--- src/rtl/dmem_arbiter.sv ---
// Two-port arbiter and access sequencer for the 32-word data memory.
// Optional DMEM_ARB_RR_EN: round-robin arbitration; default is fixed priority with port 0 winning.
module dmem_arbiter #(
    parameter int unsigned AW = 5,
    parameter int unsigned DW = 32
) (
    input  logic          clk,
    input  logic          reset,
    input  logic          req0,
    input  logic          req1,
    input  logic          we0,
    input  logic          we1,
    input  logic [AW-1:0] addr0,
    input  logic [AW-1:0] addr1,
    input  logic [DW-1:0] wdata0,
    input  logic [DW-1:0] wdata1,
    output logic          gnt0,
    output logic          gnt1,
    output logic          rvalid0,
    output logic          rvalid1,
    output logic [DW-1:0] rdata,
    output logic          busy,
    output logic [31:0]   mem_addr,
    output logic [DW-1:0] mem_wdata,
    output logic          mem_write,
    output logic          mem_read,
    input  logic [DW-1:0] mem_rdata
);

    typedef enum logic [1:0] {
        IDLE   = 2'd0,
        ACCESS = 2'd1,
        DONE   = 2'd2
    } state_e;

    state_e state_q, state_d;

    logic          gnt0_q, gnt0_d;
    logic          gnt1_q, gnt1_d;
    logic          rvalid0_q, rvalid0_d;
    logic          rvalid1_q, rvalid1_d;
    logic [DW-1:0] rdata_q, rdata_d;
    logic          busy_q, busy_d;
    logic [31:0]   mem_addr_q, mem_addr_d;
    logic [DW-1:0] mem_wdata_q, mem_wdata_d;
    logic          mem_write_q, mem_write_d;
    logic          mem_read_q, mem_read_d;
    logic          we_q, we_d;
    logic          owner_q, owner_d;

    logic          any_req_c;
    logic          win1_c;

    assign any_req_c = req0 | req1;

`ifdef DMEM_ARB_RR_EN
    // Most recently granted port; on a tie the other port wins.
    logic last_q;

    assign win1_c = req1 & (~req0 | ~last_q);

    always_ff @(posedge clk) begin
        if (reset) begin
            last_q <= 1'b1;
        end else if (state_q == IDLE && any_req_c) begin
            last_q <= win1_c;
        end
    end
`else
    assign win1_c = req1 & ~req0;
`endif

    // State register
    always_ff @(posedge clk) begin
        if (reset) begin
            state_q <= IDLE;
        end else begin
            state_q <= state_d;
        end
    end

    // Next-state logic
    always_comb begin
        state_d = state_q;
        case (state_q)
            IDLE:    if (any_req_c) state_d = ACCESS;
            ACCESS:  state_d = DONE;
            DONE:    state_d = IDLE;
            default: state_d = IDLE;
        endcase
    end

    // Output next values; strobes for ACCESS are set up while leaving IDLE
    always_comb begin
        gnt0_d      = 1'b0;
        gnt1_d      = 1'b0;
        rvalid0_d   = 1'b0;
        rvalid1_d   = 1'b0;
        rdata_d     = rdata_q;
        busy_d      = (state_d != IDLE);
        mem_addr_d  = 32'd0;
        mem_wdata_d = '0;
        mem_write_d = 1'b0;
        mem_read_d  = 1'b0;
        we_d        = we_q;
        owner_d     = owner_q;
        case (state_q)
            IDLE: begin
                if (any_req_c) begin
                    owner_d     = win1_c;
                    we_d        = win1_c ? we1 : we0;
                    gnt0_d      = ~win1_c;
                    gnt1_d      = win1_c;
                    mem_addr_d  = 32'(win1_c ? addr1 : addr0);
                    mem_wdata_d = win1_c ? wdata1 : wdata0;
                    mem_write_d = we_d;
                    mem_read_d  = ~we_d;
                end
            end
            ACCESS: begin
                if (!we_q) begin
                    rdata_d   = mem_rdata;
                    rvalid0_d = ~owner_q;
                    rvalid1_d = owner_q;
                end
            end
            default: ;
        endcase
    end

    // Output and transaction registers
    always_ff @(posedge clk) begin
        if (reset) begin
            gnt0_q      <= 1'b0;
            gnt1_q      <= 1'b0;
            rvalid0_q   <= 1'b0;
            rvalid1_q   <= 1'b0;
            rdata_q     <= '0;
            busy_q      <= 1'b0;
            mem_addr_q  <= 32'd0;
            mem_wdata_q <= '0;
            mem_write_q <= 1'b0;
            mem_read_q  <= 1'b0;
            we_q        <= 1'b0;
            owner_q     <= 1'b0;
        end else begin
            gnt0_q      <= gnt0_d;
            gnt1_q      <= gnt1_d;
            rvalid0_q   <= rvalid0_d;
            rvalid1_q   <= rvalid1_d;
            rdata_q     <= rdata_d;
            busy_q      <= busy_d;
            mem_addr_q  <= mem_addr_d;
            mem_wdata_q <= mem_wdata_d;
            mem_write_q <= mem_write_d;
            mem_read_q  <= mem_read_d;
            we_q        <= we_d;
            owner_q     <= owner_d;
        end
    end

    assign gnt0      = gnt0_q;
    assign gnt1      = gnt1_q;
    assign rvalid0   = rvalid0_q;
    assign rvalid1   = rvalid1_q;
    assign rdata     = rdata_q;
    assign busy      = busy_q;
    assign mem_addr  = mem_addr_q;
    assign mem_wdata = mem_wdata_q;
    assign mem_write = mem_write_q;
    assign mem_read  = mem_read_q;

endmodule

--- config.mk ---
export PLATFORM = sky130hd
export DESIGN_NAME = dmem_arbiter
export DESIGN_NICKNAME = d
export VERILOG_FILES = /design/src/rtl/dmem_arbiter.sv
export SDC_FILE = /design/constraint.sdc
export NUM_CORES = 1
export LEC_CHECK = 0
export ABC_AREA = 1
export ABC_CLOCK_PERIOD_IN_PS = 2600
export BUFFER_PORTS_ARGS = -buffer_cell sky130_fd_sc_hd__buf_2
export CAP_MARGIN = 20
export CORE_UTILIZATION = 30
export CTS_BUF_LIST = sky130_fd_sc_hd__clkbuf_16
export DETAILED_ROUTE_END_ITERATION = 16
export MAX_ROUTING_LAYER = met4
export PLACE_DENSITY = 0.71
export SLEW_MARGIN = 30
export SYNTH_ARGS = -nofsm -noshare
export SYNTH_HDL_FRONTEND = slang
export SYNTH_SLANG_ARGS = --single-unit
--- constraint.sdc ---
create_clock -name clk -period 2.6 [get_ports clk]
set_clock_uncertainty 0.15 [all_clocks]
set_input_delay 0.52 -clock clk [delete_from_list [all_inputs] [get_ports clk]]
set_output_delay 0.52 -clock clk [all_outputs]
set_load 0.05 [all_outputs]
-- Yosys cells after proc, flatten, opt, wreduce, memory -nomap -nowiden
Index checks and enable logic that the tools add are counted.
- bitwise operators: 10
- equal/unequal tests: 1
- reduce and logical (&&, ||, !) cells: 6
- muxes and demuxes: 5
- operators by type and width (kind ; number):
    $mux 32 ; 1
    $not 1->1 ; 8
    $reduce_or 3->1 ; 2
    $mux 5 ; 1
    $pmux 2 s2 ; 1
    $reduce_and 2->1 ; 2
    $eq 2x1->1 const B ; 1
    $logic_not 2->1 ; 1
    $mux 2 ; 1
    $reduce_bool 2->1 ; 1
    $and 1x1->1 ; 1
    $mux 1 ; 1
    $or 1x1->1 ; 1
- output and inout port bits: 103
- logic and storage cells: 35
- register bits after elaboration: 107

-- Depth between registers and ports, before layout
Gate-level depths: netlist (run 1).
- depth in word-level cells: 4
- depth in mapped cells: 7

-- Least setup slack after synthesis (run 1)
OpenSTA, ideal clock, no wires.
- kind: input to register
- start: input req0
- end: register mem_wdata_q[11], in the netlist mem_wdata[11]
- path buffers: 2
- stages on the path: 6
- slack: 1261 ps
- data arrival time: 1070 ps
- setup time: 120 ps
- required time: 2330 ps
- cell sequence: inv_1 -> nand2_2 -> buf_4 -> buf_4 -> nand2_1 -> a21oi_1
- word-level cells in the longest chain between the ends: 3
- elaborated cells on any way between the ends: 6
- classes of those cells: mux (1); bitwise (4); reduce/logical (1)
- RTL lines (item ; RTL line ; text):
    from (decl) ; 9 ; input logic req0,
    $or 1x1->1 or $not 1->1 (tied branches) ; 54, 70 ;
    $not 1->1 (no source line) or $and 1x1->1 (tied branches) ; - ;
    $reduce_or 3->1 (no source line) or $mux 32 (tied branches) ; - ;
    to (signal assigned) ; 154 ; mem_wdata_q <= mem_wdata_d;
    to (decl) ; 45 ; logic [DW-1:0] mem_wdata_q, mem_wdata_d;
Parallel ways exist; a longest one is shown, timed or not.
A chain may end at the register's enable or synchronous reset.

-- Worst setup path after layout (run 1)
- start: register gnt1_q, in the netlist gnt1
- end: output gnt1
- RTL lines (item ; RTL line ; text):
    from (decl) ; 39 ; logic gnt1_q, gnt1_d;
    from (signal assigned) ; 148 ; gnt1_q <= gnt1_d;
    to (decl) ; 18 ; output logic gnt1,
No word-level cell between the ends.

==> results_dict.tcl, run 1 <==
set metrics [dict create \
    cp-end-kind "output port" \
    drc 0 \
    place_inst 735 \
    arrival_ns 0.94 \
    maxSlewViolCount 0 \
    grt_pass1_vias 2638 \
    htreeDepth 3 \
    critPathLaunchType "flop" \
    post_cts_resized 0 \
    rsz0062_at_grt "false" \
    period_needed_ns 1.61 \
    via_per_inst 3.98 \
    critPathBufInv 1 \
    yosysSeqAreaShare_pct 50.7 \
    fp.dieArea_um2 11000 \
    dieWidth_um 105 \
    n_fill_cell 1089 \
    whs_ns 0.243 \
    syn_area_per_cell_um2 7.32 \
    firstDrtPassIters 5 \
    path_cells "buf_2" \
    ant_nets 0 \
    dp_hpwl_mm 5.40 \
    tns_ns 0 \
    relSlewSlack_pct 57.1 \
    p_per_area_nw_per_um2 780 \
    vdd_drop_max_mv 0.387 \
    hold_depth 2 \
    cts_root_buffer "clkbuf_16" \
    cts_setup_buffers 0 \
    syn_area_um2 3160 \
    core_um2 10300 \
    gp_congestion 0.743 \
    clock_sinks 80 \
    power_leakage_nw 2.51 \
    grt_antenna_before_repair 0 \
    grt_pass1_wl_mm 12.0 \
    clock_latency_ns 0.33 \
    finalSetupViolations 0 \
    portBuffers 187 \
    min_from "reset" \
    drive_gt1_share_pct 34.1 \
    die_y_um 105 \
    finalHoldViolations 0 \
    r2r_cells 4 \
    crit_path_max_fanout 1 \
    holdPathEnd "state_q[0]" \
    syn2layout_area_growth_pct 36.8 \
    antenna_cells 0 \
    r2r_slack_ns 1.03 \
    ys_types 15 \
    timing_worst_setup_path_type "flop to output port" \
    cts_tree "built" \
    max_freq_mhz 621 \
    finalCritPeriodShare_pct 62.0 \
    required_ns 1.93 \
    status "complete, no violations" \
    min_path_type "input pin to flop" \
    cts_buffers 9 \
    via_count 2986 \
    path_delay_family "flip-flops" \
    worst_pin_slew_ns 0.642 \
    grt_max_degree 66 \
    overflow 0 \
    finalNetCount 722 \
    initial_utilization_pct 30.8 \
    rows 37 \
    totalWireLength_mm 7.46 \
    ctsHoldBuffers 0 \
    synth-seq-cells 80 \
    drt_iter0_markers 144 \
    worstReg2RegStart "state_q[1]" \
    fin_cells 751 \
    synthCells 432 \
    grt_use_total_pct 14.0 \
    drv_cap 0 \
    ys_warn_count 0 \
    clk_pin_slew_ns 0.06 \
    finish.utilization_pct 42.1 \
    boundaryPins 215 \
    critical_path.max_stage_delay_ns 0.34 \
    crit_slowest_cell "dfxtp_1" \
    clk_path_buf_depth 2 \
    timing.rr.end "rdata[28]" \
    wire_per_inst_um 9.93 \
]
## layout by cell type, fill, tap and decap left out, drive strengths merged, types with 3 or more instances in the layout
cell type  count
a21oi         37
buf          190
clkbuf         9
clkinv         3
conb          27
dfxtp         80
inv           43
nand2        149
nand3          5
nor2          69
## report_power, final
part	total (mW)	switching (mW)	internal [mW]	leakage, nW
combinational	0.813	0.618	0.195	1.71
sequential	1.35	0.0341	1.32	0.657
clock	1.20	0.539	0.665	0.139
total	3.37	1.19	2.18	2.51
## flip-flops by register name, summed over array words and instances, names as in the netlist
register / cells
owner_q: 1
gnt1: 1
mem_wdata: 32
rvalid1: 1
mem_write: 1
we_q: 1
gnt0: 1
state_q: 2
busy: 1
rvalid0: 1
rdata: 32
mem_read: 1
mem_addr: 5
## synthesized netlist by cell type, drive strengths merged
cell | instances | share of area, %
nand3b | 1 | 0.63
nor3 | 1 | 0.16
clkbuf | 2 | 0.24
nand2 | 149 | 18
inv | 40 | 4.7
a21oi | 37 | 5.9
nor2 | 69 | 8.2
dfxtp | 80 | 51
nand3 | 5 | 0.79
conb | 1 | 0.12
buf | 47 | 11
## per-layer routing
metal	GRT usage [%]	up-vias	wire length [um]	share of wire, %
li1	-	1591	-	-
met1	17.1	1245	3410	46
met2	21.9	143	3320	45
met3	4.68	7	647	8.7
met4	4.23	0	80	1.1
met5	-	-	0	0
## area by class of cell
cell class / count / area (um^2) / share of cell area [%]
Clock buffer: 9 / 225 / 5.21
Inverter: 40 / 150 / 3.47
Clock inverter: 7 / 62.6 / 1.45
Timing Repair Buffer: 190 / 958 / 22.2
Sequential cell: 80 / 1600 / 37.0
Tap cell: 136 / 170 / 3.93
Multi-Input combinational cell: 289 / 1160 / 26.8
## metrics by stage
step                      area [um^2]  setup WS [ns]  power (mW)
after floorplan                  3260           1.26        2.04
after global placement           4040          0.869        2.19
after detailed placement         4040          0.820        2.20
after CTS                        4330          0.946        3.43
after global routing             4330          0.871        3.56
final                            4330          0.989        3.37
## cell families after synthesis
logic type | share of synthesized area [%]
buf+inv | 15.8
other cells | 0.119
compound gates | 5.86
flops | 50.7
simple gates | 27.5
## worst max-delay path by stage
stage               start             to  slack (ns)  cells after the start
6_report             gnt1           gnt1        0.99                      1
5_1_grt        state_q[1]      rdata[25]        0.87                      4
4_1_cts              gnt1           gnt1        0.95                      1
3_5_place_dp         req0  mem_wdata[29]        0.82                      6
3_3_place_gp         req0  mem_wdata[25]        0.87                      6
2_1_floorplan        req0  mem_wdata[11]        1.26                      6
No activity file was read; power rests on OpenSTA's default activity.
==> run 2, diff against run 1 <==
--- a/config.mk
+++ b/config.mk
@@ -6,7 +6,7 @@
 export NUM_CORES = 1
 export LEC_CHECK = 0
 export ABC_AREA = 1
-export ABC_CLOCK_PERIOD_IN_PS = 2600
+export ABC_CLOCK_PERIOD_IN_PS = 1600
 export BUFFER_PORTS_ARGS = -buffer_cell sky130_fd_sc_hd__buf_2
 export CAP_MARGIN = 20
 export CORE_UTILIZATION = 30
==> constraint.sdc (replaced) <==
create_clock -name clk -period 1.6 [get_ports clk]
set_clock_uncertainty 0.15 [all_clocks]
set_input_delay 0.32 -clock clk [delete_from_list [all_inputs] [get_ports clk]]
set_output_delay 0.32 -clock clk [all_outputs]
set_load 0.05 [all_outputs]
==> run 2 against run 1 <==
Compared with the run above:
- final area is 2.5% higher
- via count is 2.0% higher
- wire length is 1.5% lower
- die area stayed put
- total power is 69% higher
- worst hold slack worse by 0.19 ns
- register-to-register slack worse by 0.69 ns
==> results_dict.tcl, run 2 (synthesis results as in run 1) <==
set metrics [dict create \
    finalCritPeriodShare_pct 88.9 \
    dp_hpwl_mm 5.44 \
    cp-end-kind "output port" \
    placed_cell_area_um2 4120 \
    min_path_type "input pin to flop" \
    hold_depth 2 \
    grt_use_total_pct 14.0 \
    rows 37 \
    via_per_inst 4.05 \
    drc 0 \
    status "complete, no violations" \
    boundaryPins 215 \
    vdd_drop_max_mv 0.507 \
    dieWidth_um 105 \
    grt_max_degree 61 \
    m1WireLength_mm 3.26 \
    final_area_um2 4440 \
    clk_path_buf_depth 2 \
    clock_latency_ns 0.33 \
    ant_nets 0 \
    wl_met2_mm 3.26 \
    final_cell_mix "buf_2, nand2_1, dfxtp_1, nor2_1, inv_1" \
    critPathBufInv 1 \
    drt_iter0_markers 190 \
    holdPathEnd "state_q[0]" \
    finalNetCount 724 \
    cts_tree "built" \
    cts_buffers 9 \
    tns_ns 0 \
    max_freq_mhz 703 \
    routed.top_layer "met4" \
    r2r_slack_ns 0.34 \
    required_ns 1.13 \
    arrival_ns 0.95 \
    grt_pass1_vias 2803 \
    path_cells "buf_2" \
    critPathLaunchType "flop" \
    firstDrtPassIters 4 \
    antenna_cells 0 \
    finalHoldViolations 0 \
    syn2layout_area_growth_pct 40.3 \
    htreeDepth 3 \
    grt_antenna_before_repair 0 \
    wire_per_inst_um 9.75 \
    overflow 0 \
    core_um2 10300 \
    maxSlewViolCount 0 \
    drv_cap 0 \
    crit_path_max_fanout 1 \
    setup_slack_ns 0.178 \
    r2r_cells 5 \
    worstReg2RegStart "we_q" \
    grt_pass1_wl_mm 11.9 \
    drive_gt1_share_pct 34.2 \
    clock_sinks 80 \
    period_needed_ns 1.42 \
    via_count 3047 \
    finalSetupViolations 0 \
    portBuffers 187 \
    critical_path.max_stage_delay_ns 0.34 \
    rsz0062_at_grt "false" \
    fp.dieArea_um2 11000 \
    crit_slowest_cell "dfxtp_1" \
    p_per_area_nw_per_um2 1290 \
    timing.rr.end "rdata[28]" \
    totalWireLength_mm 7.34 \
    die_y_um 105 \
    post-place-ws_ns 0.155 \
    layout_commonest_cell "buf_2" \
    timing_worst_setup_path_type "flop to output port" \
    post_cts_resized 0 \
    path_delay_family "flip-flops" \
    initial_utilization_pct 30.8 \
    cts_root_buffer "clkbuf_16" \
    min_from "reset" \
    gp_congestion 0.747 \
    power_leakage_nw 2.56 \
    clk_pin_slew_ns 0.06 \
    cts_setup_buffers 0 \
    routed-wl-met3_um 632 \
    ctsHoldBuffers 0 \
]
[run 2: cell type report]
type / instances / area, um^2
clock buffer: 9 / 225
clock inverter: 7 / 95.1
fill: 1097 / 5840
inverter: 40 / 150
multi-input combinational: 289 / 1160
sequential: 80 / 1600
tap: 136 / 170
timing repair buffer: 192 / 1040
[run 2: layer usage]
metal	vias up	global-route usage [%]
met3	15	3.56
met2	146	22.8
met4	0	8.25
met5	-	-
li1	1598	-
met1	1288	15.4
[run 2: how the worst max path moves through the flow]
stage          startpoint            end  slack, ns  cells past startpoint
6_report             gnt1           gnt1       0.18                      1
2_1_floorplan        req0  mem_wdata[11]       0.46                      6
3_5_place_dp         req0   mem_wdata[8]       0.15                      7
4_1_cts              gnt1           gnt1       0.15                      1
3_3_place_gp         req0    mem_addr[0]       0.20                      7
5_1_grt          rdata[5]       rdata[5]       0.14                      1
[run 2: stage by stage]
step           hold slack, ns  power, mW  cells  utilization (%)
6_report               0.0494       5.71    753             43.2
5_1_grt                0.0453       6.01    753             43.2
4_1_cts                0.0375       5.80    753             43.2
3_5_place_dp            0.302       3.60    737             40.0
3_3_place_gp            0.308       3.60    737             40.0
2_1_floorplan           0.266       3.31    458                -
[run 2: power breakdown]
part	switching, mW	internal (mW)	total, mW
combinational	1.01	0.341	1.35
clock	0.792	1.37	2.16
sequential	0.0556	2.15	2.20
==> run 3, diff against run 2 <==
--- a/config.mk
+++ b/config.mk
@@ -9,11 +9,14 @@
 export ABC_CLOCK_PERIOD_IN_PS = 1600
 export BUFFER_PORTS_ARGS = -buffer_cell sky130_fd_sc_hd__buf_2
 export CAP_MARGIN = 20
-export CORE_UTILIZATION = 30
+export CELL_PAD_IN_SITES_DETAIL_PLACEMENT = 1
+export CELL_PAD_IN_SITES_GLOBAL_PLACEMENT = 2
+export CORE_UTILIZATION = 20
 export CTS_BUF_LIST = sky130_fd_sc_hd__clkbuf_16
 export DETAILED_ROUTE_END_ITERATION = 16
+export GPL_TIMING_DRIVEN = 0
 export MAX_ROUTING_LAYER = met4
-export PLACE_DENSITY = 0.71
+export PLACE_DENSITY = 0.88
 export SLEW_MARGIN = 30
 export SYNTH_ARGS = -nofsm -noshare
 export SYNTH_HDL_FRONTEND = slang
==> run 3 against run 2 <==
Compared with the run above:
- final area increased by 7.2%
- combinational power increased by 7%
- clock power decreased by 4%
- worst hold slack got worse by 0.0065 ns
- largest power group unchanged
==> results_dict.tcl, run 3 (synthesis results as in run 1) <==
set metrics [dict create \
    status "complete, no violations" \
    clk_path_buf_depth 2 \
    crit_path_max_fanout 2 \
    min_from "reset" \
    path_cells "buf_2" \
    cts_root_buffer "clkbuf_16" \
    power_leakage_nw 2.73 \
    clk_pin_slew_ns 0.06 \
    maxSlewViolCount 0 \
    arrival_ns 0.95 \
    clock_latency_ns 0.34 \
    initial_utilization_pct 20.6 \
    grt_pass1_wl_mm 15.5 \
    finalSetupViolations 0 \
    hold_depth 2 \
    critical_path.max_stage_delay_ns 0.34 \
    post_cts_resized 0 \
    final_cell_mix "buf_2, nand2_1, dfxtp_1, nor2_1, inv_1" \
    gp_congestion 0.696 \
    rsz0062_at_grt "false" \
    critPathLaunchType "flop" \
    finalNetCount 768 \
    tns_ns 0 \
    critPathBufInv 1 \
    boundaryPins 215 \
    r2r_cells 4 \
    fin_cells 871 \
    syn2layout_area_growth_pct 50.3 \
    drv_cap 0 \
    drc 0 \
    timing.rr.end "mem_wdata[8]" \
    crit_slowest_cell "dfxtp_1" \
    dieWidth_um 128 \
    ant_nets 0 \
    worstReg2RegStart "state_q[0]" \
    p_per_area_nw_per_um2 1200 \
    finalCritPeriodShare_pct 88.9 \
    r2r_slack_ns 0.24 \
    path_delay_family "flip-flops" \
    overflow 0 \
    holdPathEnd "state_q[0]" \
    min_path_type "input pin to flop" \
    drt_iter0_markers 46 \
    firstDrtPassIters 3 \
    grt_use_total_pct 12.8 \
    period_needed_ns 1.42 \
    place_inst 856 \
    fp.dieArea_um2 16300 \
    cts_setup_buffers 0 \
    cp-end-kind "output port" \
    totalWireLength_mm 9.94 \
    via_per_inst 3.70 \
    vdd_drop_max_mv 0.548 \
    n_fill_cell 1973 \
    required_ns 1.13 \
    finalHoldViolations 0 \
    antenna_cells 0 \
    cts_tree "built" \
    via_count 3223 \
    timing_worst_setup_path_type "flop to output port" \
    grt_antenna_before_repair 0 \
    max_freq_mhz 703 \
    clock_sinks 80 \
    portBuffers 187 \
    ctsHoldBuffers 0 \
    rows 45 \
    cts_buffers 9 \
    grt_pass1_vias 3169 \
    dp_hpwl_mm 7.79 \
    die_y_um 128 \
    htreeDepth 3 \
    core_um2 15300 \
    drive_gt1_share_pct 38.3 \
    layout_commonest_cell "buf_2" \
    wire_per_inst_um 11.4 \
    grt_max_degree 15 \
]
==> run 3: metrics by stage <==
step	worst slack [ns]	power [mW]	area (um^2)	utilization, %	hold WS, ns
after floorplan	0.461	3.31	3260	-	0.266
after global placement	0.0482	3.69	4460	29.1	0.309
after detailed placement	0.0358	3.71	4460	29.1	0.313
after CTS	0.130	5.84	4750	31.0	0.0245
after global routing	0.102	6.01	4750	31.0	0.0340
final	0.178	5.71	4750	31.0	0.0429
==> run 3: worst max-delay path by stage <==
stage / startpoint / endpoint / slack [ns] / cells past startpoint
global route: state_q[0] / mem_wdata[8] / 0.10 / 4
floorplan: req0 / mem_wdata[11] / 0.46 / 6
global placement: reset / mem_wdata[8] / 0.05 / 5
finish: rdata[11] / rdata[11] / 0.18 / 1
detailed placement: reset / mem_wdata[8] / 0.04 / 5
CTS: state_q[0] / mem_wdata[8] / 0.13 / 4
==> run 3: per-layer routing <==
layer | up-vias | part of all wire (%) | track usage, %
li1 | 1679 | - | -
met1 | 1395 | 48 | 15.7
met2 | 136 | 44 | 19.8
met3 | 13 | 6.4 | 3.26
met4 | 0 | 1.7 | 5.40
met5 | - | 0 | -
==> run 3: power breakdown <==
group,switching (mW),internal (mW),total (mW)
Clock,0.857,1.21,2.07
Sequential,0.0550,2.15,2.20
Combinational,1.05,0.396,1.44
Total,1.96,3.75,5.71
==> run 3: cell type report <==
type	count	area, um^2	share of cell area [%]
tap	211	264	5.55
sequential	80	1600	33.7
buffer	49	350	7.37
clock inverter	6	68.8	1.45
inverter	40	150	3.16
multi-input combinational	289	1160	24.3
clock buffer	9	225	4.74
timing repair buffer	187	936	19.7
